<file path="config.mk">
export PLATFORM = sky130hd
export DESIGN_NAME = riscv_lsu_v1
export DESIGN_NICKNAME = d
export VERILOG_FILES = /design/src/rtl/riscv_lsu_v1.sv
export SDC_FILE = /design/constraint.sdc
export NUM_CORES = 1
export LEC_CHECK = 0
export ABC_AREA = 0
export CORE_MARGIN = 1.5
export CORE_UTILIZATION = 52
export DETAILED_ROUTE_END_ITERATION = 10
export HOLD_SLACK_MARGIN = 0.08
export PLACE_DENSITY = 0.95
export SYNTH_ARGS = -nofsm -noshare
export SYNTH_HDL_FRONTEND = slang
export SYNTH_SLANG_ARGS = --single-unit
</file>
<file path="constraint.sdc">
create_clock -name clk -period 7.9 [get_ports clk]
set_clock_uncertainty 0.15 [all_clocks]
set_input_delay 1.185 -clock clk [delete_from_list [all_inputs] [get_ports clk]]
set_output_delay 1.185 -clock clk [all_outputs]
set_load 0.02 [all_outputs]
</file>
<file path="src/rtl/riscv_lsu_v1.sv">
// Load/store unit driving the memory_v1 port: word addressing, sub-word RMW stores, load extension.
// Optional LSU_STATS_EN adds saturating load/store/error response counters.
module riscv_lsu_v1 #(
  parameter int ADDR_W       = 10,
  parameter int READ_LATENCY = 1
) (
  input  logic              clk,
  input  logic              rst,
  input  logic              req_valid,
  output logic              req_ready,
  input  logic              req_we,
  input  logic [1:0]        req_size,
  input  logic              req_unsigned,
  input  logic [31:0]       req_addr,
  input  logic [31:0]       req_wdata,
  output logic              resp_valid,
  output logic [31:0]       resp_rdata,
  output logic              resp_err,
  output logic [ADDR_W-1:0] mem_addr,
  output logic [31:0]       mem_data_in,
  input  logic [31:0]       mem_data_out,
  output logic              mem_wren
`ifdef LSU_STATS_EN
  ,
  output logic [15:0]       stat_loads,
  output logic [15:0]       stat_stores,
  output logic [15:0]       stat_errs
`endif
);

  typedef enum logic [1:0] {IDLE, RD_WAIT, WRITE, RESP} state_t;

  state_t      state, state_nx;
  logic [1:0]  cnt;
  logic        we_q, uns_q, err_q;
  logic [1:0]  size_q, lane_q;
  logic [31:0] wdata_q;

  logic        accept, req_err;
  logic [7:0]  byte_sel;
  logic [15:0] half_sel;
  logic [31:0] load_ext, merged;

  logic              ready_d, valid_d, err_d, wren_d;
  logic [31:0]       rdata_d, din_d;
  logic [ADDR_W-1:0] addr_d;

  logic unused_addr;
  assign unused_addr = ^req_addr[31:ADDR_W+2];

  assign accept  = req_valid && req_ready;
  assign req_err = (req_size == 2'b11) ||
                   (req_size == 2'b01 && req_addr[0]) ||
                   (req_size == 2'b10 && req_addr[1:0] != 2'b00);

  always_ff @(posedge clk or posedge rst) begin
    if (rst) begin
      state   <= IDLE;
      cnt     <= '0;
      we_q    <= 1'b0;
      uns_q   <= 1'b0;
      err_q   <= 1'b0;
      size_q  <= '0;
      lane_q  <= '0;
      wdata_q <= '0;
    end else begin
      state <= state_nx;
      if (accept) begin
        cnt     <= 2'(READ_LATENCY);
        we_q    <= req_we;
        uns_q   <= req_unsigned;
        err_q   <= req_err;
        size_q  <= req_size;
        lane_q  <= req_addr[1:0];
        wdata_q <= req_wdata;
      end else if (state == RD_WAIT) begin
        cnt <= cnt - 2'd1;
      end
    end
  end

  // RD_WAIT is left on the edge the counter reaches 0; memory data is then
  // sampled one edge later by the registered outputs of WRITE/RESP.
  always_comb begin
    state_nx = state;
    unique case (state)
      IDLE: begin
        if (accept) begin
          if (req_err)                     state_nx = RESP;
          else if (req_we && req_size == 2'b10) state_nx = WRITE;
          else                             state_nx = RD_WAIT;
        end
      end
      RD_WAIT: if (cnt == 2'd1) state_nx = we_q ? WRITE : RESP;
      WRITE:   state_nx = RESP;
      RESP:    state_nx = IDLE;
      default: state_nx = IDLE;
    endcase
  end

  always_comb begin
    unique case (lane_q)
      2'd0:    byte_sel = mem_data_out[7:0];
      2'd1:    byte_sel = mem_data_out[15:8];
      2'd2:    byte_sel = mem_data_out[23:16];
      default: byte_sel = mem_data_out[31:24];
    endcase
    half_sel = lane_q[1] ? mem_data_out[31:16] : mem_data_out[15:0];

    unique case (size_q)
      2'b00:   load_ext = {{24{~uns_q & byte_sel[7]}}, byte_sel};
      2'b01:   load_ext = {{16{~uns_q & half_sel[15]}}, half_sel};
      default: load_ext = mem_data_out;
    endcase

    merged = mem_data_out;
    if (size_q == 2'b00) begin
      merged[{lane_q, 3'b000} +: 8] = wdata_q[7:0];
    end else if (size_q == 2'b01) begin
      if (lane_q[1]) merged[31:16] = wdata_q[15:0];
      else           merged[15:0]  = wdata_q[15:0];
    end
  end

  always_comb begin
    ready_d = (state == IDLE) && !accept;
    valid_d = (state == RESP);
    err_d   = (state == RESP) && err_q;
    rdata_d = (state == RESP && !err_q && !we_q) ? load_ext : '0;
    wren_d  = (state == WRITE);
    addr_d  = accept ? req_addr[ADDR_W+1:2] : mem_addr;
    din_d   = mem_data_in;
    if (state == WRITE) din_d = (size_q == 2'b10) ? wdata_q : merged;
  end

  always_ff @(posedge clk or posedge rst) begin
    if (rst) begin
      req_ready   <= 1'b1;
      resp_valid  <= 1'b0;
      resp_err    <= 1'b0;
      resp_rdata  <= '0;
      mem_addr    <= '0;
      mem_data_in <= '0;
      mem_wren    <= 1'b0;
    end else begin
      req_ready   <= ready_d;
      resp_valid  <= valid_d;
      resp_err    <= err_d;
      resp_rdata  <= rdata_d;
      mem_addr    <= addr_d;
      mem_data_in <= din_d;
      mem_wren    <= wren_d;
    end
  end

`ifdef LSU_STATS_EN
  always_ff @(posedge clk or posedge rst) begin
    if (rst) begin
      stat_loads  <= '0;
      stat_stores <= '0;
      stat_errs   <= '0;
    end else if (state == RESP) begin
      if (err_q) begin
        if (stat_errs != '1) stat_errs <= stat_errs + 16'd1;
      end else if (we_q) begin
        if (stat_stores != '1) stat_stores <= stat_stores + 16'd1;
      end else begin
        if (stat_loads != '1) stat_loads <= stat_loads + 16'd1;
      end
    end
  end
`endif

endmodule

</file>
==> out/results.tsv <==
stage	metric	value	unit
yosys	yosys.area.top_type	dfrtp_1	
pwr	ir_drop	0.233	mV
job	maxCapViolCount	0	
clocking	cts.sinks	121	
placed_design	portBuffers	160	
yosys	synth.avg_cell_area	10.3	µm²
placed_design	placed_area	7990	µm²
clocking	tritoncts	built	
floorplanning	die_y	114	µm
route	drt_first_pass_iters	6	
cells_and_area	final_cell_area	8570	µm²
timing	drv_slew	0	
yosys	synthXorXnorAreaFrac	0.00138	
timing	rsz0062_at_grt	false	
timing	setup_viol	0	
global_routing	gr-total-overflow	0	
pwr	report.power.total	3.80	mW
cells_and_area	regArea	3030	µm²
global_routing	grt_pass1_vias	5841	
timing	max_freq	270	MHz
clocking	cts_hold_buf	0	
route	wirelength	20900	µm
route	drc	0	
floorplanning	num_io_pins	181	
yosys	synth_top_family_by_area	compound AO/OA/AOI/OAI gates	
hold_path	hold_class	reg2reg	
floorplanning	initial_core_util	0.531	
yosys	synth_nets	728	
clocking	post_cts_resized	0	
outcome	outcome	completed	
floorplanning	die-area	12900	µm²
clocking	cts.clk_slew.worst_paths	0.05	ns
global_routing	grt.total_usage	0.335	
placed_design	place_congestion	0.931	
cells_and_area	final_layout_size_suffix_gt1_frac	0.149	
floorplanning	die_w	114	µm
route	via_per_inst	6.43	
cells_and_area	multi_input_area	3040	µm²
setup_path	cp_data_required_time	8.11	ns
yosys	yosysWarnings	0	
global_routing	grt_pass1_wl	32500	µm
hold_path	whs_path_depth	1	
setup_path	critPathLaunchType	flop	
route	drtIter0Drc	585	
yosys	ys_seq_area_frac	0.477	
clocking	postCtsSetupRepairBufs	0	
setup_path	critPathCaptureType	flop	
cells_and_area	nets	865	
yosys	synth_edf_count	0	
floorplanning	rows	40	
yosys	synth_fa_ha_area_frac	0.0217	
yosys	ys_top_cells_by_area	dfrtp_1 (47%), mux2_2 (13%), nand2_1 (3.5%)	
clocking	clk_latency	0.43	ns
clocking	cts_made_buffers	17	
yosys	yosys.area_share.simple	0.122	
cells_and_area	antenna_cells	0	
placed_design	dp_hpwl	14300	µm
pwr	p_per_area	443	nW/µm²
setup_path	cp_max_fo	23	
clocking	htree_levels	4	
global_routing	grt_max_degree	64	
cells_and_area	syn2layout_area_growth	34.9	%
timing	final.min_clock_period	3.70	ns
clocking	ctsLongestPathBuffers	2	
route	final_antenna_net_count	0	
clocking	cts_root_buf	clkbuf_16	
timing	max_slew.worst_pin.slew	1.20	ns
yosys	synthMuxAreaShare	0.129	
pwr	p_leak	3.74	nW
route	wl_per_cell	23.0	µm
global_routing	antenna_found_initial	0	
timing	post-route-period-util	0.469	
yosys	synth_top_area_share	0.473	
route	via_count	5862	
yosys	synthCells	614	
setup_path	ff2ff_path_depth	6	
setup_path	path_class	reg2reg	
timing	maxSlewHeadroom	0.195	
floorplanning	core_area	12000	µm²
yosys	ys_seq_elements	121	
setup_path	crit_arrival	3.91	ns
timing	hold_viol	0	
yosys	synth_area	6350	µm²
timing	setup_tns	0	ns
yosys	ys_types	46	
yosys	synth_top_flop_cell	dfrtp_1	
yosys	synth_compound_area_frac	0.204	
yosys	synthArstFlopShare	1.00	
cells_and_area	num-fill-cells	861	
## path summary, 6_finish.rpt
| kind | from | endpoint | slack [ns] |
|---|---|---|---|
| min in group asynchronous | rst | wdata_q[11] | 1.08 |
| max in group asynchronous | rst | mem_data_in[0] | 5.24 |
| min reg2reg | mem_data_in[26] | mem_data_in[26] | 0.36 |
| max reg2reg | lane_q[1] | resp_rdata[25] | 4.20 |
| max | lane_q[1] | resp_rdata[25] | 4.20 |
| min | mem_data_in[26] | mem_data_in[26] | 0.36 |
## cell type report
cell class / count / share of cell area
Sequential cell: 121 / 0.354
Multi-Input combinational cell: 422 / 0.355
Clock inverter: 9 / 0.0111
Clock buffer: 23 / 0.0570
Timing Repair Buffer: 164 / 0.190
Inverter: 25 / 0.0112
Tap cell: 147 / 0.0215
## state kept, by name (all words and copies together) (netlist names), 2 cells and up
| register | cells |
|---|---|
| size_q | 2 |
| lane_q | 2 |
| resp_rdata | 32 |
| mem_data_in | 32 |
| cnt | 2 |
| state | 2 |
| mem_addr | 10 |
| wdata_q | 32 |
## logic make-up (layout without fill, tap and decap cells)
family	count (synthesis)	count (layout)
simple gates	158	158
buf+inv	71	221
xor+xnor	1	1
compound gates	179	179
fa+ha+maj	11	11
flops	121	121
mux	73	73
## worst max-delay path, stage by stage (launching register included)
cell and delay [ns]:
dfrtp_1 0.56, inv_1 0.53, ha_1 0.79, a22oi_1 0.16
a221o_1 0.39, a2111oi_4 0.89, a21o_1 0.15
## cells in the final DEF (no fill, tap or decap), types with 2 or more instances in the layout
| master | n |
|---|---|
| nor2_1 | 26 |
| nand2_1 | 59 |
| nand3_1 | 11 |
| and3_1 | 19 |
| and3b_1 | 2 |
| a22o_1 | 15 |
| a31oi_1 | 5 |
| a221o_1 | 6 |
| buf_4 | 4 |
| a41oi_1 | 12 |
| nor2b_1 | 15 |
| inv_1 | 24 |
| o2bb2ai_1 | 3 |
| a221oi_1 | 19 |
| clkinv_2 | 7 |
| nand4_1 | 4 |
| mux2_2 | 72 |
| ha_1 | 10 |
| a21oi_1 | 30 |
| clkdlybuf4s50_1 | 160 |
| o22a_1 | 9 |
| o32ai_1 | 7 |
| clkbuf_8 | 4 |
| nand2b_1 | 10 |
| clkbuf_1 | 2 |
| and2_1 | 2 |
| a22oi_1 | 16 |
| nor3b_1 | 2 |
| bufinv_16 | 2 |
| dfrtp_1 | 120 |
| o21a_1 | 2 |
| a21o_1 | 16 |
| o21ai_0 | 34 |
| clkbuf_16 | 17 |
## per-stage QoR
step	hold slack, ns	setup slack [ns]	utilization	instances
after floorplan	0.314	3.35	-	614
after global placement	0.334	4.29	0.668	879
after detailed placement	0.344	4.30	0.668	879
after CTS	0.360	4.26	0.716	911
after global routing	0.372	4.06	0.716	911
final	0.359	4.20	0.716	911
## per-layer routing
metal  part of all wire  GRT usage  wire length [µm]  vias up
li1                   -          -                 -     2527
met1               0.39      0.424              8070     2891
met2               0.49      0.536             10200      370
met3              0.085     0.0765              1770       74
met4              0.043      0.178               896        0
met5                  0          0                 0        -
## synth_stat cells (all sizes together) (3+ instances only)
cell       n
a21o      16
a21oi     30
a221o      6
a221oi    19
a22o      15
a22oi     16
a31oi      5
a41oi     12
and3      19
buf       11
clkbuf    35
dfrtp    120
ha        11
inv       25
mux2      72
nand2     60
nand2b    10
nand3     11
nand4      4
nor2      26
nor2b     15
o21ai     34
o22a       9
o2bb2ai    3
o32ai      7
## power breakdown
group | leakage [nW] | switching, mW | internal, mW
clock | 0.296 | 0.278 | 0.493
sequential | 1.49 | 0.282 | 0.891
combinational | 1.95 | 1.01 | 0.839
total | 3.74 | 1.57 | 2.22
Power figures use the tool's default switching activity.
